==> config.mk <==
export PLATFORM = sky130hd
export DESIGN_NAME = mesh_inject_tx
export DESIGN_NICKNAME = d
export VERILOG_FILES = /design/src/rtl/mesh_inject_tx.sv
export SDC_FILE = /design/constraint.sdc
export NUM_CORES = 1
export LEC_CHECK = 0
export BUFFER_PORTS_ARGS = -buffer_cell sky130_fd_sc_hd__buf_2
export CAP_MARGIN = 20
export CORE_AREA = 2 2 100 102
export DETAILED_ROUTE_END_ITERATION = 12
export DIE_AREA = 0 0 102 104
export PLACE_DENSITY = 0.65
export SETUP_SLACK_MARGIN = 0.5
export SYNTH_ARGS = -nofsm -noshare
export SYNTH_HDL_FRONTEND = slang
export SYNTH_HIERARCHICAL = 1
export SYNTH_SLANG_ARGS = --single-unit
export TNS_END_PERCENT = 30
==> constraint.sdc <==
create_clock -name clk -period 1.8 [get_ports clk]
set_input_delay 0.18 -clock clk [delete_from_list [all_inputs] [get_ports clk]]
set_output_delay 0.18 -clock clk [all_outputs]
set_load 0.03 [all_outputs]
==> src/rtl/mesh_inject_tx.sv <==
// Mesh injection transmitter: buffers dest/payload requests, packs hop fields and drives a 4-phase req/ack channel.
// Latency: push at edge N gives out_req high after edge N+2 when idle; each flit takes >= 4 + 2*SYNC_STAGES cycles.
// Backpressure: in_ready drops while the input FIFO is full; the channel is paced by the synchronised out_ack.

module mesh_inject_fifo #(
  parameter int W     = 15,
  parameter int DEPTH = 4
) (
  input  logic         clk,
  input  logic         rst_n,
  input  logic         push,
  input  logic [W-1:0] din,
  input  logic         pop,
  output logic [W-1:0] dout,
  output logic         full,
  output logic         empty
);
  localparam int AW = $clog2(DEPTH);

  logic [W-1:0] mem [DEPTH];
  logic [AW-1:0] wp, rp;
  logic [AW:0]   cnt;

  always_ff @(posedge clk) begin
    if (push) mem[wp] <= din;
  end

  always_ff @(posedge clk or negedge rst_n) begin
    if (!rst_n) begin
      wp  <= '0;
      rp  <= '0;
      cnt <= '0;
    end else begin
      if (push) wp <= wp + 1'b1;
      if (pop)  rp <= rp + 1'b1;
      cnt <= cnt + (AW+1)'(push) - (AW+1)'(pop);
    end
  end

  assign dout  = mem[rp];
  assign full  = (cnt == (AW+1)'(DEPTH));
  assign empty = (cnt == '0);
endmodule

module mesh_inject_tx #(
  parameter int WIDTH       = 15,
  parameter int X_HOP_LOC   = 4,
  parameter int Y_HOP_LOC   = 7,
  parameter int ROW         = 4,
  parameter int COL         = 4,
  parameter int SRC_ROW     = 3,
  parameter int SRC_COL     = 0,
  parameter int FIFO_DEPTH  = 4,
  parameter int SYNC_STAGES = 2
) (
  input  logic             clk,
  input  logic             rst_n,
  input  logic             in_valid,
  output logic             in_ready,
  input  logic [3:0]       in_dest,
  input  logic [WIDTH-7:0] in_payload,
  output logic             out_req,
  output logic [WIDTH-1:0] out_data,
  input  logic             out_ack,
  output logic             busy,
  output logic [15:0]      pkt_count
);
  localparam int PW = WIDTH - 6;

  typedef enum logic [1:0] {IDLE, LOAD, WAIT_HI, WAIT_LO} state_t;

  state_t state, state_nxt;
  logic [1:0] rst_pipe;
  logic rst_sync_n;
  logic [SYNC_STAGES-1:0] ack_sync;
  logic ack_s;
  logic [3:0] dest_row, dest_col;
  logic signed [4:0] dx, dy;
  logic [WIDTH-1:0] push_flit, fifo_dout;
  logic fifo_full, fifo_empty, push, pop;
  logic req_set, req_clr, cnt_inc;

  // Reset asserts immediately but releases on a clock edge.
  always_ff @(posedge clk or negedge rst_n) begin
    if (!rst_n) rst_pipe <= '0;
    else        rst_pipe <= {rst_pipe[0], 1'b1};
  end
  assign rst_sync_n = rst_pipe[1];

  always_ff @(posedge clk or negedge rst_sync_n) begin
    if (!rst_sync_n) ack_sync <= '0;
    else             ack_sync <= {ack_sync[SYNC_STAGES-2:0], out_ack};
  end
  assign ack_s = ack_sync[SYNC_STAGES-1];

  function automatic logic [2:0] hop_field(input logic signed [4:0] d);
    logic [4:0] mag;
    mag = (d < 0) ? 5'(-d) : 5'(d);
    return {(d < 0), mag[1:0]};
  endfunction

  assign dest_row = in_dest / 4'(COL);
  assign dest_col = in_dest % 4'(COL);
  assign dx = $signed({1'b0, dest_col}) - $signed(5'(SRC_COL));
  assign dy = $signed({1'b0, dest_row}) - $signed(5'(SRC_ROW));

  always_comb begin
    push_flit                         = '0;
    push_flit[Y_HOP_LOC +: 3]         = hop_field(dy);
    push_flit[X_HOP_LOC +: 3]         = hop_field(dx);
    push_flit[X_HOP_LOC-1:0]          = in_payload[X_HOP_LOC-1:0];
    push_flit[WIDTH-1:Y_HOP_LOC+3]    = in_payload[PW-1:X_HOP_LOC];
  end

  assign in_ready = !fifo_full;
  assign push     = in_valid && in_ready;

  mesh_inject_fifo #(.W(WIDTH), .DEPTH(FIFO_DEPTH)) u_fifo (
    .clk   (clk),
    .rst_n (rst_sync_n),
    .push  (push),
    .din   (push_flit),
    .pop   (pop),
    .dout  (fifo_dout),
    .full  (fifo_full),
    .empty (fifo_empty)
  );

  always_ff @(posedge clk or negedge rst_sync_n) begin
    if (!rst_sync_n) state <= IDLE;
    else             state <= state_nxt;
  end

  // IDLE also waits for a low ack so a stale ack is never mistaken for a new one.
  always_comb begin
    state_nxt = state;
    pop       = 1'b0;
    req_set   = 1'b0;
    req_clr   = 1'b0;
    cnt_inc   = 1'b0;
    case (state)
      IDLE: if (!fifo_empty && !ack_s) begin
        pop       = 1'b1;
        state_nxt = LOAD;
      end
      LOAD: begin
        req_set   = 1'b1;
        state_nxt = WAIT_HI;
      end
      WAIT_HI: if (ack_s) begin
        req_clr   = 1'b1;
        state_nxt = WAIT_LO;
      end
      WAIT_LO: if (!ack_s) begin
        cnt_inc   = 1'b1;
        state_nxt = IDLE;
      end
      default: state_nxt = IDLE;
    endcase
  end

  always_ff @(posedge clk or negedge rst_sync_n) begin
    if (!rst_sync_n) begin
      out_req   <= 1'b0;
      out_data  <= '0;
      pkt_count <= '0;
    end else begin
      if (req_set)      out_req <= 1'b1;
      else if (req_clr) out_req <= 1'b0;
      if (pop)     out_data  <= fifo_dout;
      if (cnt_inc) pkt_count <= pkt_count + 16'd1;
    end
  end

  assign busy = (state != IDLE) || !fifo_empty;
endmodule

==> flow_summary.yaml, run 1 <==
status:
  status: "finished, violations left"
  violations: "setup timing"
synthesis:
  synth_cell_type_count: 34
  synth_edf_count: 60
  ys_ff_latch: 105
  synth_area_mm2: 0.00421
  yosysMostFrequentCell: "edfxtp_1"
  yosysWarningCount: 6
  avgSynthCellArea_um2: 18.0
  async_flop_share: 0.429
  synthFlopType: "edfxtp_1"
  synth_common_cells: "edfxtp_1 (60), dfrtp_1 (45), mux2_2 (17), ha_1 (13), xnor2_1 (12)"
  syn_inst: 234
  synth_top_area_share: 0.428
  synthTopCellsByArea: "edfxtp_1 (43%), dfrtp_1 (27%), mux2_2 (4.5%)"
  synth_area_leader_cell: "edfxtp_1"
  seq_area_frac_synth: 0.695
finish:
  fill_cells: 813
  final_area_mm2: 0.00528
  multi_input_area_mm2: 0.00143
  drive_above_1_share: 0.440
  syn2layout_area_growth_pct: 25.4
  diodes: 0
  nets: 353
  seq_area_mm2: 0.00293
  stdcell_count: 460
setup_path:
  cpPeakStageDelay_ns: 0.41
  crit_path_start: "state[1]"
  required_ns: 2.04
  worstPathMaxFanout: 2
  critPathTopFamily: "adder cells"
  rr_startpoint: "state[1]"
  start_kind: "flip-flop"
  crit_slowest_cell: "dfrtp_1"
  crit_type: "flip-flop to flip-flop"
  cp.arrival_ns: 2.18
  crit_top_cell: "ha_4"
  crit_chain: "inv_2 > ha_4 > nor3b_4 > ha_4 > inv_2 > ha_4 > fa_2 > xor2_2 > xnor2_1"
  worst-path-buf-inv: 2
  endpoint_kind: "flip-flop"
global_route:
  gr-usage-all-layers: 0.141
  grt-ovfl-total: 0
  first_global_vias: 2323
  grt_max_degree: 26
  antenna_found_initial: 0
  grt_pass1_wl_um: 11500
floorplanning:
  die_y_um: 104
  io_pins: 51
  start_util: 0.441
  rows: 36
  die_w_um: 102
  dieArea_mm2: 0.0106
  fp.coreArea_mm2: 0.00955
sta:
  setup_viol: 2
  drv_slew: 0
  clock.fmax_mhz: 515
  period_share: 1.08
  grt_setup_unrepaired: "yes"
  finalHoldViolations: 0
  finalHoldWorstSlack_ns: 0.0411
  layout_setup_ws_ns: -0.141
  period_needed_ns: 1.94
  clock_skew_ns: 0.0128
cts:
  numCtsBuffers: 9
  cts_sinks: 105
  htreeDepth: 3
  cts_tree: "built"
  clock_latency_ns: 0.35
  clockBufferDepth: 2
  root_buffer: "clkbuf_8"
  clkTransAtPathRegs_ns: 0.10
power_and_ir_drop:
  p_total_uw: 8200
  power_density_mw_per_mm2: 1550
  vdd_drop_max_mv: 0.606
  p_leak_uw: 0.00219
detailed_routing:
  drc: 0
  routedWlPerCell_um: 16.1
  wirelength_um: 7410
  drt_first_iter_violations: 89
  antenna_left: 0
  via_count: 2202
  first_pass_iters: 4
  drt-vias-per-instance: 4.79
hold_path:
  worstHoldPathType: "primary input to flip-flop"
  min-delay-start: "in_dest[0]"
placed_design:
  io_buffers: 50
  place.detailed.hpwl_um: 4500
  post-place-cells: 430
  globalplace.congestion: 0.777
  placed_cell_area_mm2: 0.00482
run:
  maxCapViolations: 0
[logic make-up (layout without fill, tap and decap cells)]
family	Yosys count	after routing	synth area share
other	2	5	0.00178
adder cells (fa/ha/maj)	14	14	0.0434
XOR/XNOR	21	21	0.0437
flip-flops	105	105	0.695
AO/OA/AOI/OAI	4	4	0.00594
multiplexers	32	32	0.132
buffers and inverters	16	103	0.0214
AND/OR/NAND/NOR	40	43	0.0570
[state kept, by name, summed over array words and instances (netlist names), 2 cells and up]
signal and count:
u_fifo/mem 60, ack_sync 2, pkt_count 16, state 2, u_fifo/cnt 3, out_data 15, u_fifo/wp 2, u_fifo/rp 2
rst_pipe 2
[worst register-to-register path, cell delays in order (launching register included)]
cell and delay [ns]:
dfrtp_1 0.41, inv_2 0.08, ha_4 0.13, nor3b_4 0.24
ha_4 0.17, inv_2 0.04, ha_4 0.14, fa_2 0.34
xor2_2 0.16, xnor2_1 0.13
[timing repair]
action,CTS,global route
setup endpoints to repair,97,99
cloned,1,2
pin swaps,13,2
endpoints found under the hold margin,3,0
hold buffers,2,0
resized for setup,25,21
buffers inserted,3,6
[cells in the final DEF, fill, tap and decap left out, types with 6 or more instances in the layout]
cell | netlist | layout
clkbuf_8 | 0 | 10
buf_2 | 2 | 48
and2_4 | 1 | 7
mux4_2 | 8 | 8
mux4_1 | 7 | 7
mux2_4 | 0 | 16
dfrtp_1 | 45 | 44
buf_4 | 1 | 15
edfxtp_1 | 60 | 60
nand2_1 | 8 | 7
buf_6 | 1 | 6
xor2_1 | 9 | 8
xnor2_1 | 12 | 12
ha_1 | 13 | 8
inv_1 | 11 | 6
[power breakdown]
group	internal (µW)	switching, µW
Combinational	1670	1680
Clock	543	751
Sequential	3200	350
[area by class of cell]
type	count	share of cell area
Sequential cell	105	0.554
Multi-Input combinational cell	119	0.271
Inverter	11	0.00781
Tap cell	133	0.0315
Clock buffer	12	0.0275
Timing Repair Buffer	76	0.102
Clock inverter	4	0.00545
[final timing paths]
check                                   end  slack (ns)  cells after the start
min in group asynchronous       rst_pipe[1]        0.14                      2
max in group asynchronous      pkt_count[7]        1.05                      1
setup reg to reg              u_fifo/cnt[2]       -0.14                      9
hold / removal             u_fifo/mem[3][4]        0.04                      1
setup / recovery              u_fifo/cnt[2]       -0.14                      9
hold reg to reg                u_fifo/wp[0]        0.23                      0
[metal layers]
| metal | GRT usage | part of all wire |
|---|---|---|
| met5 | 0 | 0 |
| met3 | 0.0262 | 0.029 |
| met1 | 0.178 | 0.44 |
| met2 | 0.246 | 0.52 |
| met4 | 0.0429 | 0.012 |
[stage by stage]
step / util / setup WS [ns] / setup TNS (ns)
final: 0.553 / -0.141 / -0.143
after global routing: 0.553 / -0.234 / -0.303
after floorplan: - / -0.376 / -0.633
after global placement: 0.505 / -0.108 / -0.108
after detailed placement: 0.505 / -0.129 / -0.129
after CTS: 0.539 / -0.156 / -0.167
Power figures use the tool's default switching activity.
==> run 2: changes to the inputs <==
--- a/config.mk
+++ b/config.mk
@@ -10,6 +10,7 @@
 export CORE_AREA = 2 2 100 102
 export DETAILED_ROUTE_END_ITERATION = 12
 export DIE_AREA = 0 0 102 104
+export GPL_TIMING_DRIVEN = 0
 export PLACE_DENSITY = 0.65
 export SETUP_SLACK_MARGIN = 0.5
 export SYNTH_ARGS = -nofsm -noshare
==> run 2 against run 1 <==
  * The flow still finishes with violations (setup timing)
  * Sequential power barely moved
  * Flip-flop and latch count is the same
  * Worst setup slack worse by 0.091 ns
  * Routed wire length is 1.3% higher
  * Largest cell class unchanged
==> flow_summary.yaml, run 2 (same netlist as run 1, synthesis figures left out) <==
sta:
  clock_skew_ns: 0.0109
  clock.fmax_mhz: 492
  period_needed_ns: 2.03
  setup_viol: 2
  layout_setup_ws_ns: -0.231
  period_share: 1.13
  finalSetupTns_ns: -0.315
  grt_setup_unrepaired: "yes"
  finalHoldWorstSlack_ns: 0.0362
  drv_slew: 0
  finalHoldViolations: 0
detailed_routing:
  wirelength_um: 7510
  antenna_left: 0
  drt-vias-per-instance: 4.82
  drt_first_iter_violations: 113
  drc: 0
  first_pass_iters: 4
  via_count: 2227
  routedWlPerCell_um: 16.3
cts:
  cts_sinks: 105
  numCtsBuffers: 9
  clock_latency_ns: 0.35
  clkTransAtPathRegs_ns: 0.09
  root_buffer: "clkbuf_8"
  clockBufferDepth: 2
  cts_tree: "built"
  htreeDepth: 3
finish:
  drive_above_1_share: 0.441
  diodes: 0
  nets: 355
  multi_input_area_mm2: 0.00141
  layout_common_cells: "edfxtp_1 (60), buf_2 (49), dfrtp_1 (43), mux2_4 (15)"
  fill_cells: 776
  largest_reg_flops: 60
  top_register: "u_fifo/mem"
  syn2layout_area_growth_pct: 25.6
  seq_area_mm2: 0.00293
  reg_top3: "u_fifo/mem (60), pkt_count (16), out_data (15)"
  final_common_cell: "edfxtp_1"
  utilization: 0.554
floorplanning:
  die_w_um: 102
  die_y_um: 104
  io_pins: 51
  fp.coreArea_mm2: 0.00955
  start_util: 0.441
  rows: 36
  dieArea_mm2: 0.0106
setup_path:
  cp.arrival_ns: 2.27
  ff2ff_path_depth: 10
  reg2reg_to: "u_fifo/cnt[2]"
  start_kind: "flip-flop"
  required_ns: 2.04
  r2r_setup_slack_ns: -0.23
  crit_type: "flip-flop to flip-flop"
  rr_startpoint: "state[0]"
  worstPathMaxFanout: 2
  endpoint_kind: "flip-flop"
power_and_ir_drop:
  p_sw_frac: 0.335
  power_density_mw_per_mm2: 1570
  p_clk_frac: 0.165
  seqPwrFrac: 0.425
  p_leak_uw: 0.00220
  p_total_uw: 8290
  vdd_drop_max_mv: 0.589
  p_switching_uw: 2770
  comb_power_share: 0.410
  p_int_uw: 5510
hold_path:
  worstHoldPathType: "primary input to flip-flop"
  hold_depth: 1
  min-delay-start: "in_dest[0]"
  min_to: "u_fifo/mem[0][4]"
global_route:
  grt_util_met3: 0.0397
  use_met1: 0.184
  first_global_vias: 2263
  use_met2: 0.238
  top_usage_layer: "met2"
  grt-ovfl-total: 0
  antenna_found_initial: 0
  grt_max_degree: 34
  gr-usage-all-layers: 0.143
  grt_pass1_wl_um: 11400
status:
  violations: "setup timing"
  status: "finished, violations left"
placed_design:
  place.detailed.hpwl_um: 4420
  globalplace.congestion: 0.765
  io_buffers: 50
  pre_cts_ws_ns: -0.662
run:
  maxCapViolations: 0
==> run 2: changes by cell type in the layout (fill, tap and decap cells not counted), sizes merged <==
| cell | before | now |
|---|---|---|
| clkinvlp | 2 | 1 |
| bufinv | 0 | 1 |
| and2 | 8 | 9 |
| buf | 74 | 75 |
==> run 2: how the worst max path moves through the flow <==
stage                   from       endpoint  slack [ns]
floorplan           state[1]  u_fifo/cnt[2]       -0.38
global placement    state[1]  u_fifo/cnt[2]       -0.64
detailed placement  state[1]  u_fifo/cnt[2]       -0.66
CTS                 state[0]  u_fifo/cnt[2]       -0.26
global route        state[0]  u_fifo/cnt[2]       -0.34
finish              state[0]  u_fifo/cnt[2]       -0.23
==> run 2: routing by layer <==
metal	share of wire	wire [µm]	up-vias
li1	-	-	1042
met2	0.52	3880	44
met4	0.0076	57	0
met1	0.44	3310	1135
met5	0	0	-
met3	0.035	261	6
==> run 2: area by class of cell <==
| class | count | share of cell area |
|---|---|---|
| plain buffers | 5 | 0.0104 |
| clock buffers | 12 | 0.0255 |
| clock inverters | 4 | 0.00875 |
| inverters | 11 | 0.00828 |
| multi-input cells | 120 | 0.267 |
| flip-flops and latches | 105 | 0.554 |
| well taps | 133 | 0.0314 |
| repair buffers | 72 | 0.0946 |
==> run 2: worst max-delay path: stages, from the launching register on <==
cell     delay, ns
dfrtp_1       0.38
inv_2         0.06
ha_4          0.16
nor3b_4       0.15
buf_6         0.13
ha_4          0.25
inv_2         0.03
ha_4          0.14
fa_2          0.34
xor2_2        0.15
xnor2_1       0.12
==> run 2: power groups by stage <==
stage          sequential [µW]  combinational [µW]  clock, µW
2_1_floorplan             3980                1570          0
3_5_place_dp              3570                2690          0
5_1_grt                   3600                3680       1530
4_1_cts                   3520                2950       1420
3_3_place_gp              3560                2620          0
6_report                  3520                3400       1370
==> run 2: timing repair <==
item	in CTS	in global routing
pin swaps	10	5
setup buffers	11	8
endpoints found under the hold margin	3	0
setup endpoints to repair	96	103
hold buffers	2	0
gates cloned	1	3
gates resized for setup	16	37
==> run 2: metrics by stage <==
stage	std cells	instance area [µm²]
finish	462	5290
global route	462	5290
CTS	451	5080
detailed placement	421	4730
global placement	420	4710
floorplan	237	4290
